File: config.mk
export PLATFORM = sky130hd
export DESIGN_NAME = uart_bus_master
export DESIGN_NICKNAME = d
export VERILOG_FILES = /design/src/rtl/uart_bus_master.sv
export SDC_FILE = /design/constraint.sdc
export NUM_CORES = 1
export LEC_CHECK = 0
export CAP_MARGIN = 25
export CORE_ASPECT_RATIO = 0.6
export CORE_UTILIZATION = 43
export CTS_CLUSTER_SIZE = 25
export DETAILED_ROUTE_END_ITERATION = 12
export PLACE_DENSITY = 0.76
export SLEW_MARGIN = 20
export SYNTH_ARGS = -nofsm -noshare
export SYNTH_HDL_FRONTEND = slang
export SYNTH_SLANG_ARGS = --single-unit
File: constraint.sdc
create_clock -name clk -period 1.7 [get_ports clk]
set_input_delay 0.34 -clock clk [delete_from_list [all_inputs] [get_ports clk]]
set_output_delay 0.34 -clock clk [all_outputs]
set_load 0.05 [all_outputs]
File: src/rtl/uart_bus_master.sv
// uart_bus_master: debug bus initiator driven by a UART byte stream.
// Command format: 'R' A3 A2 A1 A0          -> reply D3 D2 D1 D0
//                 'W' A3 A2 A1 A0 D3..D0   -> reply 'K'
// Optional build macro DEBUG_TIMEOUT_EN bounds the wait for bus_response
// and replies ERR_BYTE when the responder never answers.
// Handshakes: rx_valid is a one-cycle strobe (no backpressure); a reply
// byte moves when tx_valid && tx_ready on a rising edge; a bus request
// stays high, with address/data stable, until bus_response is sampled high.
module uart_bus_master #(
  parameter logic [7:0] CMD_READ       = 8'h52,
  parameter logic [7:0] CMD_WRITE      = 8'h57,
  parameter logic [7:0] ACK_BYTE       = 8'h4B,
  parameter logic [7:0] ERR_BYTE       = 8'h45,
  parameter int         TIMEOUT_CYCLES = 1024
) (
  input  logic        clk,
  input  logic        rst,
  input  logic [7:0]  rx_data,
  input  logic        rx_valid,
  output logic [7:0]  tx_data,
  output logic        tx_valid,
  input  logic        tx_ready,
  output logic        bus_read_request,
  output logic        bus_write_request,
  output logic [31:0] bus_addr,
  output logic [31:0] bus_write_data,
  input  logic [31:0] bus_read_data,
  input  logic        bus_response,
  output logic        busy
);

  typedef enum logic [2:0] {
    S_IDLE  = 3'd0,
    S_ADDR  = 3'd1,
    S_DATA  = 3'd2,
    S_BUS   = 3'd3,
    S_REPLY = 3'd4
  } state_t;

  state_t      r_state;
  logic        r_is_write;   // latched op: 1 = write, 0 = read
  logic        r_single;     // reply is one byte (write ack or error)
  logic [1:0]  r_cnt;        // byte index in ADDR / DATA / REPLY
  logic [31:0] r_addr;
  logic [31:0] r_wdata;
  logic [31:0] r_rdata;      // captured read data, shifted out MSB first
  logic [7:0]  r_tx_data;
  logic        r_tx_valid;
  logic        r_rd_req;
  logic        r_wr_req;
  logic        w_timeout;

`ifdef DEBUG_TIMEOUT_EN
  localparam int TW = $clog2(TIMEOUT_CYCLES + 1);
  logic [TW-1:0] r_tcnt;

  // Count BUS cycles without a response; held at zero outside BUS
  always_ff @(posedge clk) begin
    if (rst || r_state != S_BUS) r_tcnt <= '0;
    else if (!bus_response)      r_tcnt <= r_tcnt + 1'b1;
  end

  // Fires on the cycle in which the count would reach TIMEOUT_CYCLES
  assign w_timeout = (r_state == S_BUS) && !bus_response &&
                     (r_tcnt == TW'(TIMEOUT_CYCLES - 1));
`else
  logic w_unused_cfg;
  assign w_unused_cfg = ^{ERR_BYTE, TIMEOUT_CYCLES};
  assign w_timeout    = 1'b0;
`endif

  // Command parser, bus sequencer and reply serializer
  always_ff @(posedge clk) begin
    if (rst) begin
      r_state    <= S_IDLE;
      r_is_write <= 1'b0;
      r_single   <= 1'b0;
      r_cnt      <= 2'd0;
      r_addr     <= 32'h0;
      r_wdata    <= 32'h0;
      r_rdata    <= 32'h0;
      r_tx_data  <= 8'h0;
      r_tx_valid <= 1'b0;
      r_rd_req   <= 1'b0;
      r_wr_req   <= 1'b0;
    end else begin
      case (r_state)
        S_IDLE: begin
          if (rx_valid && (rx_data == CMD_READ || rx_data == CMD_WRITE)) begin
            r_is_write <= (rx_data == CMD_WRITE);
            r_cnt      <= 2'd0;
            r_state    <= S_ADDR;
          end
        end
        S_ADDR: begin
          if (rx_valid) begin
            r_addr <= {r_addr[23:0], rx_data};
            r_cnt  <= r_cnt + 2'd1;
            if (r_cnt == 2'd3) begin
              if (r_is_write) begin
                r_state <= S_DATA;
              end else begin
                r_state  <= S_BUS;
                r_rd_req <= 1'b1;
              end
            end
          end
        end
        S_DATA: begin
          if (rx_valid) begin
            r_wdata <= {r_wdata[23:0], rx_data};
            r_cnt   <= r_cnt + 2'd1;
            if (r_cnt == 2'd3) begin
              r_state  <= S_BUS;
              r_wr_req <= 1'b1;
            end
          end
        end
        S_BUS: begin
          // A response in the timeout cycle wins: normal completion
          if (bus_response) begin
            r_rd_req   <= 1'b0;
            r_wr_req   <= 1'b0;
            r_rdata    <= bus_read_data;
            r_single   <= r_is_write;
            r_tx_valid <= 1'b1;
            r_tx_data  <= r_is_write ? ACK_BYTE : bus_read_data[31:24];
            r_cnt      <= 2'd0;
            r_state    <= S_REPLY;
          end else if (w_timeout) begin
            r_rd_req   <= 1'b0;
            r_wr_req   <= 1'b0;
            r_single   <= 1'b1;
            r_tx_valid <= 1'b1;
            r_tx_data  <= ERR_BYTE;
            r_cnt      <= 2'd0;
            r_state    <= S_REPLY;
          end
        end
        S_REPLY: begin
          if (tx_ready) begin
            if (r_single || r_cnt == 2'd3) begin
              r_tx_valid <= 1'b0;
              r_tx_data  <= 8'h0;
              r_state    <= S_IDLE;
            end else begin
              r_cnt     <= r_cnt + 2'd1;
              r_tx_data <= r_rdata[23:16];
              r_rdata   <= {r_rdata[23:0], 8'h00};
            end
          end
        end
        default: r_state <= S_IDLE;
      endcase
    end
  end

  assign tx_data           = r_tx_data;
  assign tx_valid          = r_tx_valid;
  assign bus_read_request  = r_rd_req;
  assign bus_write_request = r_wr_req;
  assign bus_addr          = r_addr;
  assign bus_write_data    = r_wdata;
  assign busy              = (r_state != S_IDLE);

endmodule

[Yosys cells after proc, flatten, opt, wreduce, memory -nomap -nowiden]
Index checks and enable logic that the tools add are counted.
Storage, ports and cells
  input port bits: 45
  register bits: 106
  logic and storage cells: 88
Cells by class
  muxes and demuxes: 37
  equal/unequal tests: 18
  $add $sub $neg: 1
  reductions and logical operators: 21
Operators with widths (count)
  2-to-1 mux 24 bit: 3
  one-hot mux 24 bit (2 select lines): 1
  2-to-1 mux 8 bit: 4
  2-to-1 mux 3 bit: 8
  != test 2 bit, second input constant: 10
  == test 8 x 7 -> 1 bit, second input constant: 2
  one-hot mux 8 bit (2 select lines): 1
  one-hot mux 3 bit (5 select lines): 1
  AND reduction 4 bit: 3
  2-to-1 mux 1 bit: 10
  2-to-1 mux 2 bit: 5
  one-hot mux 2 bit (4 select lines): 1
  AND reduction 2 bit: 4
  AND reduction 8 bit: 1
  == test 3 x 2 -> 1 bit, second input constant: 2
  one-hot mux 1 bit (2 select lines): 3
  AND reduction 6 bit: 1
  nonzero test 2 bit: 3
  AND reduction 5 bit: 1
  nonzero test 4 bit: 1
  == test 3 x 1 -> 1 bit, second input constant: 1
  == test 3 bit, second input constant: 1
  zero test 3 bit: 1
  AND reduction 3 bit: 1
  other kinds (7): 8

[Longest topological paths before layout]
Gate-level depths: netlist (run 1).
  depth after elaboration: 5
  gate-level depth with buffers: 8
  depth with buffers taken out: 6

[Least setup slack after synthesis (run 1)]
Ideal clock, no wire load.
  kind: reg2reg
  start point: reg r_state[0]
  end point: reg r_cnt[1]
  cell stages (with the launch flop): 6
  buffers on the path: 1
  path slack: -89 ps
  arrival: 1719 ps
  setup time: 70 ps
  clock period less this slack: 1789 ps
  data required time: 1630 ps
  cells stage by stage: dfxtp_1 buf_6 or3_1 a31oi_1 or4b_1 a21oi_1
Between the ends
  word-level cells in the longest chain between the ends: 4
  elaborated cells on any way between the ends: 14
RTL lines
  start, declared: line 40  | state_t r_state;
  start signal, assigned: line 75  | r_state <= S_IDLE;
  start signal, assigned: line 92  | r_state <= S_ADDR;
  start signal, assigned: line 101  | r_state <= S_DATA;
  == test 3 x 2 -> 1 bit / == test 3 x 1 -> 1 bit (equally long branches): line 87  | case (r_state)
  OR reduction 2 bit (no source line)
  != test 2 x 1 -> 1 bit (no source line) / nonzero test 4 bit (equally long branches)
  AND reduction 6 bit (no source line)
  end signal, assigned: line 98  | r_cnt <= r_cnt + 2'd1;
  end signal, assigned: line 112  | r_cnt <= r_cnt + 2'd1;
  end signal, assigned: line 147  | r_cnt <= r_cnt + 2'd1;
  end, declared: line 43  | logic [1:0] r_cnt;
Parallel ways exist; a longest one is shown, timed or not.
A chain may end at the register's enable or synchronous reset.

[Final worst setup path (run 1)]
  start point: reg r_cnt[1]
  end point: reg r_cnt[0]
Between the ends
  word-level cells in the longest chain between the ends: 4
RTL lines
  == test 2 bit: line 142  | if (r_single || r_cnt == 2'd3) begin
  logical OR 1 bit: line 142
  != test 2 bit (no source line)
  AND reduction 6 bit (no source line)
Every way passes these cells.

==> metrics, run 1 <==
fraction of layout cells with a size suffix above 1 0.239; final global-route overflow total 0; Worst path slowest cell or4_1; CP Buf/Inv Count 0; Critical Path Stages 6; nets 706; sequential area share after synthesis 0.508; Antenna diodes 0; CTS Buffer Depth 2; Synth Flop Type dfxtp_1; Hold WC Path Type in -> reg; Tmin final 1790 ps; vias in the first global route 3,853; fmax 558 MHz; Final Hold Vio Count 0; cells after synthesis 529; crit path cell chain ha_4 > or2_4 > o31ai_4 > o211ai_2 > or4_1 > a21oi_2; YS warnings 0; drt via density 5.17; Avg Inst Size Synth 7.90 um2; Placer Congestion 0.827; crit start category flip-flop; worst hold slack 360 ps; Leak 2.27 nW; Routed Antenna Nets 0; EDFF count, synth 0; Pwr Density 875 mW/mm2; CP Data Arrival Time 2070 ps; cell-internal power 3.96 mW; maxcap violations 0; Row Count 27; clk sink count 106; top post-synthesis cells by count 170 x nand2_1, 106 x dfxtp_1, 88 x a21oi_1; die area 0.0101 mm2; max-slew violation count 0; Critical Path End r_cnt[0]; reg2reg start r_cnt[1]; fin crit share 1.05; measured slew at the worst slew-check pin 505 ps; Synth cell types 43; relative slew slack 0.662; Area growth, synth to finish 43.1%; clock power share 0.387; Final WS setup -93.2 ps; Inst Count DP 773; R2R Setup Slk -90 ps; HPWL after detailed placement 8220 um; critical path fanouts, max 3; crit-path leading delay family simple AND/OR/NAND/NOR gates; top cells by area, synth dfxtp_1 51%, nand2_1 15%, a21oi_1 11%, a311oi_1 4.4%, nor2_1 2.7%; FF+latch count, synth 106; WP data required 1980 ps; cell accounting for the most synthesized area dfxtp_1; Layout Skew 4.68 ps; Final Power 5.23 mW; first-pass iteration count of the detailed router 5; Yosys top cell area share 0.508; top-count cell post-synth nand2_1; Ports 121; Die W 129 um; Critical R2R Capture r_cnt[0]; worst vdd ir 0.562 mV; Clk Tree Root Cell clkbuf_16; status finished, violations left; Net Switching 1.28 mW; Logic pwr share 0.128; first-pass GRT wire length 18,900 um; critical path type reg -> reg; ys async rst share 0; failing checks setup timing; GRT Util Overall 0.238; CP endpoint kind flip-flop; Port Buffers 120; Clk Latency, worst-skew pair 340 ps; pre-CTS WS -411 ps; initial antenna violation count 0; CTS H-Tree Depth 3; Net Sw Frac 0.244; cts bufs inserted 9; Flop pwr share 0.485; syn_nets 575; via count 4,112; reg2reg path depth 6; Core Area 0.00929 mm2; Die Y 78.4 um; initial core utilization 0.450; Clock Pin Slew Worst Setup and Hold Paths 70 ps; final std cells w/o fill 795; Cell Area, Synth 0.00418 mm2; final wirelength 11,900 um; CP max stage delay 500 ps; CP startpoint r_cnt[1]; fillers 772; Wirelength per Cell 14.9 um; Starting DRT DRC Count 251; DRC viols 0; largest net degree at the start of global routing 52; Setup-failing EPs final 4; RSZ-0062 raised after global routing true; CTS tree done
what timing repair did:
action                     in CTS  in global routing
buffers inserted                1                  5
setup endpoints to repair      35                 33
hold buffers                    0                  0
gates resized for setup         8                 15
pin swaps                       3                  5
kinds of logic after synthesis:
logic type               Yosys count  share of synthesized area
XOR/XNOR                           2                    0.00419
buffers and inverters             46                     0.0494
adder cells (fa/ha/maj)            1                    0.00299
flip-flops                       106                      0.508
AO/OA/AOI/OAI                    129                      0.185
multiplexers                       1                    0.00240
AND/OR/NAND/NOR                  244                      0.248
power groups by stage:
stage / combinational, mW / sequential, mW / clock (mW)
CTS: 0.649 / 2.54 / 2.06
finish: 0.670 / 2.54 / 2.02
global route: 0.715 / 2.54 / 2.15
floorplan: 0.285 / 2.64 / 0
detailed placement: 0.642 / 2.59 / 0
global placement: 0.636 / 2.59 / 0
final cells by class:
| class | count | area (um2) | area share |
|---|---|---|---|
| Timing Repair Buffer | 163 | 1460 | 0.245 |
| Sequential cell | 106 | 2130 | 0.357 |
| Inverter | 3 | 11.3 | 0.00188 |
| Clock buffer | 11 | 233 | 0.0389 |
| Multi-Input combinational cell | 377 | 1920 | 0.322 |
| Clock inverter | 5 | 55.1 | 0.00921 |
| Tap cell | 130 | 163 | 0.0272 |
worst register-to-register path, cell delays in order, from the launching register on:
cell and delay [ps]:
dfxtp_2 340, ha_4 160, or2_4 260, o31ai_4 190, o211ai_2 130, or4_1 500, a21oi_2 140
stage by stage:
stage / setup TNS (ps) / util / instance area (um2)
2_1_floorplan: -19.1 / - / 4200
3_3_place_gp: -15110 / 0.599 / 5570
3_5_place_dp: -21700 / 0.599 / 5570
4_1_cts: -429 / 0.634 / 5890
5_1_grt: -418 / 0.644 / 5980
6_report: -192 / 0.644 / 5980
worst min path at each step:
stage                              end  depth (start not counted)  slack (ps)          startpoint
detailed placement  bus_write_data[27]                          2         450  bus_write_data[27]
CTS                           r_single                          2         350                 rst
global route                  r_single                          2         360                 rst
finish                      r_state[2]                          2         360                 rst
global placement            r_rdata[3]                          2         440          r_rdata[3]
floorplan                   r_rdata[0]                          2         430          r_rdata[0]
routing by layer:
layer,global-route usage,part of all wire
met5,0,0
met4,0.0565,0.0088
met3,0.0729,0.065
met2,0.367,0.45
met1,0.325,0.48
cells in the final DEF (no fill, tap or decap), drive strengths merged, types with 2 or more instances in the layout:
cell / synthesis / routed
a21oi: 88 / 88
a311oi: 21 / 21
a31oi: 4 / 4
and3: 4 / 4
and3b: 2 / 2
buf: 18 / 120
clkbuf: 25 / 11
clkdlybuf4s50: 0 / 43
clkinv: 0 / 2
clkinvlp: 0 / 2
dfxtp: 106 / 106
inv: 3 / 3
nand2: 171 / 171
nand2b: 4 / 4
nand3: 12 / 12
nand3b: 2 / 2
nor2: 30 / 30
nor2b: 2 / 2
nor3: 7 / 7
nor3b: 2 / 2
o211ai: 2 / 2
o21ai: 9 / 9
or3: 2 / 2
sequential cells by signal, summed over array words and instances (netlist names):
signal             flops
bus_write_request      1
bus_write_data        32
r_rdata               24
r_is_write             1
r_state                3
bus_read_request       1
bus_addr              32
tx_data                8
r_cnt                  2
r_single               1
tx_valid               1
No activity file was read; power rests on OpenSTA's default activity.
==> run 2: changes to the inputs <==
- CORE_UTILIZATION: 43 -> 45
- clock period: 1.7 -> 1.8 ns (I/O delays scaled with it)
==> metrics, run 2 (same netlist as run 1, synthesis figures left out) <==
Setup-failing EPs final 1 (-3); reg2reg path depth 6 (unchanged); critical path fanouts, max 5 (+2); CTS Buffer Depth 2 (unchanged); Pwr Density 837 mW/mm2 (-4.4%); Clk Latency, worst-skew pair 350 ps (about the same); vias in the first global route 3,961 (+2.8%); Tmin final 1810 ps; relative slew slack 0.680 (+0.0174); Clock Pin Slew Worst Setup and Hold Paths 70 ps (about the same); Core Area 0.00875 mm2 (-5.8%); Hold Path Depth 2 (unchanged); M1 WL 5480 um (-3.1%); Leak 2.24 nW (-1.3%); first-pass iteration count of the detailed router 5 (unchanged); critical path type in -> reg; initial antenna violation count 0 (unchanged); Antenna diodes 0 (unchanged); fraction of layout cells with a size suffix above 1 0.231 (-0.00763); crit start category input pin; drt via density 5.25 (+1.5%); cts bufs inserted 9 (unchanged); pre-CTS WS -328 ps (+83.1 ps); Port Buffers 120 (unchanged); Routed Antenna Nets 0 (unchanged); die area 0.00969 mm2 (-4.4%); Top Metal Used met4; Die Y 76.6 um (-2.2%); first-pass GRT wire length 19,400 um (+2.6%); Hold WC Path Type in -> reg; met2 WL post-DR 5200 um (-2.8%); Final Hold Vio Count 0 (unchanged); commonest non-fill, non-tap cell in the layout nand2_1; Wirelength per Cell 15.0 um (about the same); nets 702 (-0.57%); metal3 WL 750 um (-2.7%); Final WS setup -5.39 ps (+87.8 ps); initial core utilization 0.478 (+0.0277); failing checks setup timing; maxcap violations 0 (unchanged); Clk Tree Root Cell clkbuf_16; Post-CTS Hold Fix Bufs 0 (unchanged); RSZ-0062 raised after global routing true; Row Count 26 (-3.7%); fillers 741 (-4.0%); Placer Congestion 0.887 (+7.3%); fin crit share 1.00; CTS tree done; DRC viols 0 (unchanged); Die W 126 um (-2.2%); CP Data Arrival Time 2070 ps (about the same); clk sink count 106 (unchanged); largest net degree at the start of global routing 49 (-5.8%); Layout Skew 10.0 ps (+5.34 ps); via count 4,057 (-1.3%); final wirelength 11,600 um (-2.7%); GRT Util Overall 0.252 (+0.0134); status finished, violations left; CTS H-Tree Depth 3 (unchanged); setup tns final -5.39 ps (+186 ps); CP endpoint kind flip-flop; WP data required 2070 ps (+90 ps); measured slew at the worst slew-check pin 479 ps (-26.0 ps); Area growth, synth to finish 41.2%; fmax 554 MHz; max-slew violation count 0 (unchanged); final global-route overflow total 0 (unchanged); HPWL after detailed placement 8340 um (+1.5%); Reg area 0.00213 mm2 (-0.12%); most frequent cells in the layout 170 x nand2_1, 105 x buf_4, 103 x dfxtp_1; worst vdd ir 0.484 mV (-14%); Ports 121 (unchanged); Starting DRT DRC Count 213 (-15%); Multi-input gate area 0.00190 mm2 (-1.0%)
-- run 2: repair_timing --
| action | in CTS | in global routing |
|---|---|---|
| buffers inserted | 2 | 2 |
| gates resized for setup | 7 | 11 |
| endpoints found under the setup margin | 5 | 14 |
| pin swaps | 4 | 4 |
-- run 2: stage by stage --
step / hold WS, ps / util / total power [mW] / cells / cell area [um2]
2_1_floorplan: 432 / - / 2.75 / 529 / 4180
3_3_place_gp: 439 / 0.630 / 3.04 / 753 / 5510
3_5_place_dp: 445 / 0.630 / 3.06 / 753 / 5510
4_1_cts: 381 / 0.668 / 4.97 / 771 / 5840
5_1_grt: 415 / 0.674 / 5.13 / 773 / 5900
6_report: 404 / 0.674 / 4.94 / 773 / 5900
-- run 2: power by group --
part | switching [mW] | leakage [nW] | total, mW | internal [mW]
sequential | 0.0311 | 0.856 | 2.40 | 2.37
clock | 0.923 | 0.138 | 1.90 | 0.975
combinational | 0.338 | 1.24 | 0.640 | 0.302
total | 1.29 | 2.24 | 4.94 | 3.65
-- run 2: layout make-up --
cell class              instances  share of cell area
clock buffers                   9              0.0382
clock inverters                 7              0.0117
inverters                       3             0.00191
multi-input cells             377               0.323
flip-flops and latches        106               0.361
well taps                     112              0.0237
repair buffers                159               0.241
-- run 2: routing by layer --
metal	vias to the layer above	GRT usage
met5	-	0
met4	0	0.0855
met3	12	0.0794
met1	1889	0.335
met2	110	0.385
li1	2046	-
-- run 2: worst paths after layout --
| kind | startpoint | end | slack (ps) |
|---|---|---|---|
| worst max-delay path | rx_valid | r_cnt[0] | -5 |
| worst min-delay path | rst | tx_data[3] | 400 |
| worst max register to register | r_cnt[0] | r_cnt[0] | 20 |
| worst min register to register | bus_addr[31] | bus_addr[31] | 460 |
-- run 2: worst max-delay path, cell delays in order --
cell and delay (ps):
clkdlybuf4s50_1 560, and4bb_2 260, a31oi_1 170, or4_4 560, a21oi_2 160
==> run 3: changes to the inputs <==
- SKIP_CTS_REPAIR_TIMING: default -> 1
==> metrics, run 3 (same netlist as run 1, synthesis figures left out) <==
vias in the first global route 3,953 (-0.20%); Placer Congestion 0.887 (unchanged); most frequent cells in the layout 170 x nand2_1, 106 x buf_4, 102 x dfxtp_1; CP Data Arrival Time 2160 ps (+90 ps); first-pass GRT wire length 19,400 um (about the same); initial core utilization 0.478 (unchanged); Clk Tree Root Cell clkbuf_16; largest net degree at the start of global routing 49 (unchanged); fmax 528 MHz (-4.7%); Final Hold Vio Count 0 (unchanged); Starting DRT DRC Count 205 (-3.8%); GR Util met3 0.0787 (-0.000702); Hold WC Path Type in -> reg; CTS Buffer Depth 2 (unchanged); Ports 121 (unchanged); GRT Util Overall 0.251 (-0.000306); Leak 2.24 nW (+0.25%); fillers 739 (-0.27%); HPWL after detailed placement 8340 um (unchanged); Row Count 26 (unchanged); via count 4,093 (+0.89%); Antenna diodes 0 (unchanged); Routed Antenna Nets 0 (unchanged); Die Y 76.6 um (unchanged); initial antenna violation count 0 (unchanged); max-slew violation count 0 (unchanged); grt met1 use 0.336 (+0.00132); Final Power 4.94 mW (about the same); die area 0.00969 mm2 (unchanged); Setup-failing EPs final 2 (+1); CTS tree done; DRC viols 0 (unchanged); met2 Resource Use GR 0.386 (+0.00110); critical path fanouts, max 3 (-2); relative slew slack 0.687 (+0.00784); Final WS setup -95.0 ps (-89.6 ps); drt via density 5.29 (+0.76%); failing checks setup timing; Pwr Density 836 mW/mm2 (-0.10%); CP endpoint kind flip-flop; final global-route overflow total 0 (unchanged); CTS H-Tree Depth 3 (unchanged); first-pass iteration count of the detailed router 4 (-1); maxcap violations 0 (unchanged); CP Buf/Inv Count 0 (-1); nets 703 (+0.14%); Clock Pin Slew Worst Setup and Hold Paths 70 ps (about the same); WP data required 2070 ps (about the same); pre-CTS WS -328 ps (unchanged); Clk Latency, worst-skew pair 350 ps (about the same); Core Area 0.00875 mm2 (unchanged); commonest non-fill, non-tap cell in the layout nand2_1; Area growth, synth to finish 41.4%; crit path cell chain ha_4 > or2_4 > o31ai_4 > o211ai_2 > or4_1 > a21oi_2; clk sink count 106 (unchanged); worst vdd ir 0.484 mV (-0.16%); Top Usage Layer GRT met2; CP max stage delay 530 ps (-30 ps); fraction of layout cells with a size suffix above 1 0.236 (+0.00418); Worst path slowest cell or4_1; crit-path leading delay family simple AND/OR/NAND/NOR gates; critical path type reg -> reg; RSZ-0062 raised after global routing true; Layout Skew 9.08 ps (-0.940 ps); Port Buffers 120 (unchanged); status finished, violations left; cts bufs inserted 9 (unchanged); crit start category flip-flop; measured slew at the worst slew-check pin 467 ps (-12.4 ps); Wirelength per Cell 15.2 um (+1.5%); fin crit share 1.05 (+0.0498); final wirelength 11,700 um (+1.6%); Tmin final 1890 ps (+89.6 ps); Die W 126 um (unchanged)
## run 3: changes by cell type in the layout (fill, tap and decap cells not counted), sizes merged
cell | before | now
buf | 116 | 117
## run 3: area by class of cell
class,instances,area [um2],share of cell area
sequential,106,2130,0.360
multi-input combinational,377,1910,0.323
timing repair buffer,160,1430,0.242
clock buffer,9,225,0.0381
tap,112,140,0.0237
clock inverter,7,68.8,0.0116
inverter,3,11.3,0.00191
## run 3: worst paths after layout
| kind | startpoint | endpoint | slack [ps] | cells past startpoint |
|---|---|---|---|---|
| setup / recovery | r_cnt[0] | r_cnt[0] | -90 | 6 |
| hold / removal | rst | tx_data[3] | 400 | 2 |
| setup reg to reg | r_cnt[0] | r_cnt[0] | -90 | 6 |
| hold reg to reg | bus_addr[31] | bus_addr[31] | 460 | 2 |
## run 3: worst register-to-register path: stages, from the launching register on
cell and delay, ps:
dfxtp_2 340, ha_4 170, or2_4 260, o31ai_4 230
o211ai_2 130, or4_1 530, a21oi_2 160
## run 3: per-layer routing
metal  wire [um]  part of all wire
met3         788             0.067
met4         121             0.010
met1        5510              0.47
met5           0                 0
met2        5330              0.45
## run 3: per-stage QoR
stage	std cells	instance area, um2	util	hold slack (ps)	setup TNS (ps)
after floorplan	529	4180	-	432	0
after global placement	753	5510	0.630	439	-8510
after detailed placement	753	5510	0.630	445	-10840
after CTS	769	5800	0.663	381	-247
after global routing	774	5910	0.675	415	-236
final	774	5910	0.675	399	-119
## run 3: power breakdown
| part | internal [mW] | switching, mW | leakage (nW) |
|---|---|---|---|
| logic | 0.302 | 0.346 | 1.25 |
| registers | 2.37 | 0.0322 | 0.856 |
| clock network | 0.975 | 0.918 | 0.138 |
